[src/rtl/event_fifo_pkg.sv]
// Shared definitions for the event FIFO: register offsets, bit positions,
// the 64-bit stored entry and a small saturation helper.
package event_fifo_pkg;

   localparam logic [1:0] REG_CTRL   = 2'd0;
   localparam logic [1:0] REG_STATUS = 2'd1;
   localparam logic [1:0] REG_LEVEL  = 2'd2;
   localparam logic [1:0] REG_DROPS  = 2'd3;

   localparam int CTRL_ENABLE = 0;
   localparam int CTRL_CLEAR  = 1;

   localparam int STAT_EMPTY = 0;
   localparam int STAT_FULL  = 1;
   localparam int STAT_OVF   = 2;

   typedef struct packed {
      logic [31:0] evt_time;
      logic [31:0] signals;
   } entry_t;

   function automatic logic [7:0] sat8(input logic [31:0] v);
      return (v > 32'd255) ? 8'hFF : v[7:0];
   endfunction

endpackage

[src/rtl/event_fifo_mem.sv]
// Simple dual-port DEPTH x 64 RAM, synchronous write and synchronous read.
// Ports: clk, reset (clears only the read register), we/waddr/wdata, re/raddr/rdata.
module event_fifo_mem
   import event_fifo_pkg::*;
#(
   parameter int DEPTH = 16,
   parameter int AW    = $clog2(DEPTH)
) (
   input  logic          clk,
   input  logic          reset,
   input  logic          we,
   input  logic [AW-1:0] waddr,
   input  entry_t        wdata,
   input  logic          re,
   input  logic [AW-1:0] raddr,
   output entry_t        rdata
);

   entry_t mem [DEPTH];

   always_ff @(posedge clk) begin
      if (we) begin
         mem[waddr] <= wdata;
      end
   end

   // The read register doubles as the export register, so it holds its
   // value unless a load is requested.
   always_ff @(posedge clk) begin
      if (reset) begin
         rdata <= '0;
      end else if (re) begin
         rdata <= mem[raddr];
      end
   end

endmodule

[src/rtl/event_fifo.sv]
// Timestamp/signal-count event FIFO between the counter and the Ethernet side,
// with a 4-register control window on the command bus.
// Ports: clock50Mhz, reset; addr/data/write/data_out (command bus);
//        in_valid/in_time/in_signals (counter); cread/time_export/
//        signals_export (eth); fifo_empty/fifo_full (status).
module event_fifo
   import event_fifo_pkg::*;
#(
   parameter int         DEPTH     = 16,
   parameter logic [7:0] BASE_ADDR = 8'h40
) (
   input  logic        clock50Mhz,
   input  logic        reset,
   input  logic [7:0]  addr,
   input  logic [7:0]  data,
   input  logic        write,
   output logic [7:0]  data_out,
   input  logic        in_valid,
   input  logic [31:0] in_time,
   input  logic [31:0] in_signals,
   input  logic        cread,
   output logic [31:0] time_export,
   output logic [31:0] signals_export,
   output logic        fifo_empty,
   output logic        fifo_full
);

   localparam int AW = $clog2(DEPTH);
   localparam int LW = AW + 1;

   logic [AW-1:0] wptr;
   logic [AW-1:0] rptr;
   logic [LW-1:0] level;
   logic [LW-1:0] level_nxt;
   logic          enable;
   logic          overflow;
   logic [7:0]    drops;
   logic          cread_q;
   logic          armed;
   logic          load_q;
   logic          load_nxt;

   logic          in_win;
   logic [1:0]    off;
   logic          ctrl_wr;
   logic          clear;
   logic          is_empty;
   logic          is_full;
   logic          pop_rise;
   logic          pop;
   logic          push_req;
   logic          push;
   logic          drop;
   entry_t        head;
   logic          unused_data;

   assign unused_data = ^data[7:2];

   // Window compare in 9 bits so a base near 8'hFF cannot wrap.
   assign in_win = ({1'b0, addr} >= {1'b0, BASE_ADDR}) &&
                   ({1'b0, addr} < ({1'b0, BASE_ADDR} + 9'd4));
   assign off     = addr[1:0] - BASE_ADDR[1:0];
   assign ctrl_wr = write && in_win && (off == REG_CTRL);
   assign clear   = ctrl_wr && data[CTRL_CLEAR];

   assign is_empty = (level == '0);
   assign is_full  = (level == LW'(DEPTH));

   // armed stays low while cread has been high since reset, so a request
   // held across reset release does not look like a new edge.
   assign pop_rise = cread && !cread_q && armed;
   assign pop      = pop_rise && !is_empty && !clear;
   assign push_req = in_valid && enable && !clear;
   assign push     = push_req && (!is_full || pop);
   assign drop     = push_req && is_full && !pop;

   always_comb begin
      level_nxt = level;
      if (clear) begin
         level_nxt = '0;
      end else if (push && !pop) begin
         level_nxt = level + LW'(1);
      end else if (pop && !push) begin
         level_nxt = level - LW'(1);
      end
   end

   // The head is re-read one cycle after it changes; by then any write to
   // that slot has landed. An emptying pop leaves the export untouched.
   assign load_nxt = !clear &&
                     ((push && is_empty) || (pop && (level_nxt != '0)));

   always_ff @(posedge clock50Mhz) begin
      if (reset) begin
         wptr       <= '0;
         rptr       <= '0;
         level      <= '0;
         enable     <= 1'b0;
         overflow   <= 1'b0;
         drops      <= '0;
         cread_q    <= 1'b0;
         armed      <= !cread;
         load_q     <= 1'b0;
         fifo_empty <= 1'b1;
         fifo_full  <= 1'b0;
      end else begin
         cread_q <= cread;
         armed   <= armed || !cread;
         if (ctrl_wr) begin
            enable <= data[CTRL_ENABLE];
         end
         if (clear) begin
            wptr     <= '0;
            rptr     <= '0;
            overflow <= 1'b0;
            drops    <= '0;
         end else begin
            if (push) begin
               wptr <= wptr + AW'(1);
            end
            if (pop) begin
               rptr <= rptr + AW'(1);
            end
            if (drop) begin
               overflow <= 1'b1;
               if (drops != 8'hFF) begin
                  drops <= drops + 8'd1;
               end
            end
         end
         level      <= level_nxt;
         load_q     <= load_nxt;
         fifo_empty <= (level_nxt == '0);
         fifo_full  <= (level_nxt == LW'(DEPTH));
      end
   end

   event_fifo_mem #(
      .DEPTH (DEPTH),
      .AW    (AW)
   ) u_mem (
      .clk   (clock50Mhz),
      .reset (reset),
      .we    (push),
      .waddr (wptr),
      .wdata ({in_time, in_signals}),
      .re    (load_q),
      .raddr (rptr),
      .rdata (head)
   );

   assign time_export    = head.evt_time;
   assign signals_export = head.signals;

   always_comb begin
      data_out = 8'h00;
      if (in_win) begin
         unique case (off)
            REG_CTRL:   data_out[CTRL_ENABLE] = enable;
            REG_STATUS: begin
               data_out[STAT_EMPTY] = fifo_empty;
               data_out[STAT_FULL]  = fifo_full;
               data_out[STAT_OVF]   = overflow;
            end
            REG_LEVEL:  data_out = sat8(32'(level));
            REG_DROPS:  data_out = drops;
         endcase
      end
   end

endmodule
[config.mk]
export PLATFORM = sky130hd
export DESIGN_NAME = event_fifo
export DESIGN_NICKNAME = d
export VERILOG_FILES = /design/src/rtl/event_fifo_pkg.sv /design/src/rtl/event_fifo_mem.sv /design/src/rtl/event_fifo.sv
export SDC_FILE = /design/constraint.sdc
export NUM_CORES = 1
export LEC_CHECK = 0
export CELL_PAD_IN_SITES_DETAIL_PLACEMENT = 0
export CELL_PAD_IN_SITES_GLOBAL_PLACEMENT = 1
export CORE_MARGIN = 2
export CORE_UTILIZATION = 25
export DETAILED_ROUTE_END_ITERATION = 10
export DONT_BUFFER_PORTS = 1
export PLACE_DENSITY = 0.4
export SYNTH_ARGS = -nofsm -noshare
export SYNTH_HDL_FRONTEND = slang
export SYNTH_SLANG_ARGS = --single-unit
[constraint.sdc]
create_clock -name clock50Mhz -period 7.9 [get_ports clock50Mhz]
set_input_delay 1.58 -clock clock50Mhz [delete_from_list [all_inputs] [get_ports clock50Mhz]]
set_output_delay 1.58 -clock clock50Mhz [all_outputs]
set_load 0.01 [all_outputs]
==> flow_summary.json <==
{
  "hold_viol": 0,
  "die_w_microns": 416,
  "rows": 151,
  "min_to": "armed",
  "cts_sinks": 1116,
  "synth_top_area_share_pct": 72.6,
  "cts-root-buf": "clkbuf_16",
  "io_buffers": 0,
  "slew-limit-headroom_pct": 18.4,
  "die-area_sq_um": 173000,
  "dr_total_vias": 18800,
  "synth_ff_type": "edfxtp_1",
  "synth_area_leaders": "edfxtp_1 (73%), mux4_2 (17%), dfxtp_1 (4.3%)",
  "hold_buffers": 0,
  "grt_max_degree": 85,
  "layout_commonest_cell": "edfxtp_1",
  "grt_pass1_vias": 20300,
  "synth.ff_latch_count": 1116,
  "wl_microns": 109000,
  "synth_top_cell_by_area": "edfxtp_1",
  "layout-drive-gt1-share_pct": 29.3,
  "tns_ps": 0,
  "synth-warning-count": 0,
  "fmax_ghz": 0.207,
  "grt_pass1_wl_microns": 154000,
  "antenna_found_initial": 2,
  "syn-num-nets": 1929,
  "min_period_ps": 4830,
  "worstHoldStart": "armed",
  "path_max_fanout": 22,
  "syn-cell-area_sq_um": 42400,
  "synth.distinct_cells": 48,
  "slowest_delay_ps": 1040,
  "syn_inst": 1835,
  "gp_congestion": 0.671,
  "post-cts-setup-buffers": 0,
  "pin_count": 159,
  "grt_overflow": 0,
  "cts_tree": "done",
  "finalWorstSetupSlack_ps": 3070,
  "cap_violations": 0,
  "die_y_microns": 416,
  "synth_async_sr_flop_share_pct": 0,
  "r2r_start": "level[0]",
  "fin_skew_ps": 62.3,
  "layout.nets": 2008,
  "seq_area_frac_synth_pct": 76.9,
  "cpMaxStageDelayCell": "nor2_4",
  "vdd_ir_drop_max_uv": 232,
  "crit_type": "in2reg",
  "cts-resized-gates": 0,
  "path_cells": "nand3b_1 -> and3_1 -> nor2b_1 -> nand2_1 -> nor2_4 -> buf_4",
  "p_leak_nw": 14.6,
  "critPathCaptureType": "register",
  "rsz0062_at_grt": "no",
  "initial_core_util_pct": 25.1,
  "postRouteAntennaNets": 0,
  "layout_common_cells": "edfxtp_1 (1,024), mux4_2 (321), clkbuf_16 (134)",
  "pre_cts_ws_ps": 2260,
  "setup_violations": 0,
  "cts_buffers": 134,
  "firstDrtPassIters": 6,
  "status": "finished clean",
  "clk_pin_slew_ps": 60,
  "worstMarginPinSlew_ps": 1220,
  "drc_errors": 0,
  "hold_path_class": "reg2reg",
  "drtIter0Drc": 1241,
  "r2r_end": "u_mem.mem[13][5]",
  "powerDensity_nw_per_um2": 277,
  "insertion_delay_ps": 790,
  "htreeDepth": 4,
  "arrival_ps": 5240,
  "finalMaxSlewViolations": 0,
  "wire_per_inst_microns": 25.7,
  "syn_to_final_growth_pct": 17.0,
  "synth_area_per_cell_sq_um": 23.1,
  "diodes": 0,
  "grt_use_total_pct": 12.7,
  "startpoint_type": "input pin",
  "via_per_inst": 4.42,
  "timing.final.crit_share_pct": 61.2,
  "core_area_sq_um": 169000,
  "crit_required_ps": 8310,
  "place_hpwl_microns": 57000,
  "whs_path_depth": 2,
  "timing.hold.ws_ps": 483,
  "ctsLongestPathBuffers": 3,
  "synth_edf_count": 1024,
  "r2r_setup_slack_ps": 3350,
  "worst_r2r_path_depth": 8
}
critical path: cells and delay by family:
family        cells  cell delay (ps)
simple gates      5             3060
buf+inv           1              560
worst max path at each step:
stage	from	endpoint	slack (ps)	cells past startpoint
after floorplan	addr[0]	u_mem.mem[3][0]	280	7
after global placement	cread	u_mem.mem[13][60]	2360	6
after detailed placement	cread	u_mem.mem[13][61]	2260	6
after CTS	cread	u_mem.mem[13][55]	3110	6
after global routing	cread	u_mem.mem[13][55]	2940	6
final	cread	u_mem.mem[13][5]	3070	6
cell families after synthesis:
family / synth area share, %
compound gates: 0.478
mux: 18.7
fa+ha+maj: 0.289
xor+xnor: 0.269
simple gates: 1.88
flops: 76.9
buf+inv: 1.44
state kept, by name, indices dropped and copies added (netlist names):
signal,flops
load_q,1
fifo_empty,1
wptr,4
level,5
u_mem.mem,1024
drops,8
u_mem.rdata,64
fifo_full,1
cread_q,1
armed,1
rptr,4
overflow,1
enable,1
synth_stat cells, types with 2 or more instances:
library cell	number
edfxtp_1	1024
mux4_2	321
nor2_1	101
dfxtp_1	92
mux2i_1	69
clkbuf_1	41
buf_6	26
buf_1	17
nand2_1	15
buf_2	12
nor3_1	11
inv_1	10
a21oi_1	9
ha_1	9
nor2b_1	8
xnor2_1	8
o21ai_0	7
and3_1	5
xor2_1	5
nand3_1	4
nand4_1	4
or3_1	3
a22oi_1	2
and2_1	2
nand2b_1	2
nand3b_1	2
nor3b_1	2
nor4_1	2
nor4b_1	2
or2_2	2
area by class of cell:
class                      instances  area (sq um)
fill                           16500        119000
tap                             2218          2780
clock buffer                     159          3500
clock inverter                    89           975
timing repair buffer              39           393
multi-input combinational        613          9280
sequential                      1116         32600
inverter                          10          37.5
metrics by stage:
| stage | total power [W] | std cells | cell area, sq um | utilization [%] |
|---|---|---|---|---|
| detailed placement | 0.00775 | 3996 | 45100 | 26.7 |
| global placement | 0.00774 | 3996 | 45100 | 26.7 |
| floorplan | 0.00755 | 1835 | 42400 | - |
| finish | 0.0137 | 4244 | 49600 | 29.3 |
| global route | 0.0143 | 4244 | 49600 | 29.3 |
| CTS | 0.0140 | 4244 | 49600 | 29.3 |
routing by layer:
metal | vias up | part of all wire, % | wire length (microns) | GRT usage [%]
li1 | 7921 | - | - | -
met1 | 10400 | 42 | 46400 | 15.8
met2 | 341 | 51 | 55600 | 21.9
met3 | 159 | 4.5 | 4930 | 3.07
met4 | 0 | 2.1 | 2330 | 3.64
met5 | - | 0 | 0 | 0
report_power, final:
part           switching [W]  internal, W
logic               0.000443     0.000556
registers           0.000102      0.00648
clock network        0.00256      0.00361
Note: power is estimated with default switching activity, not from simulation.
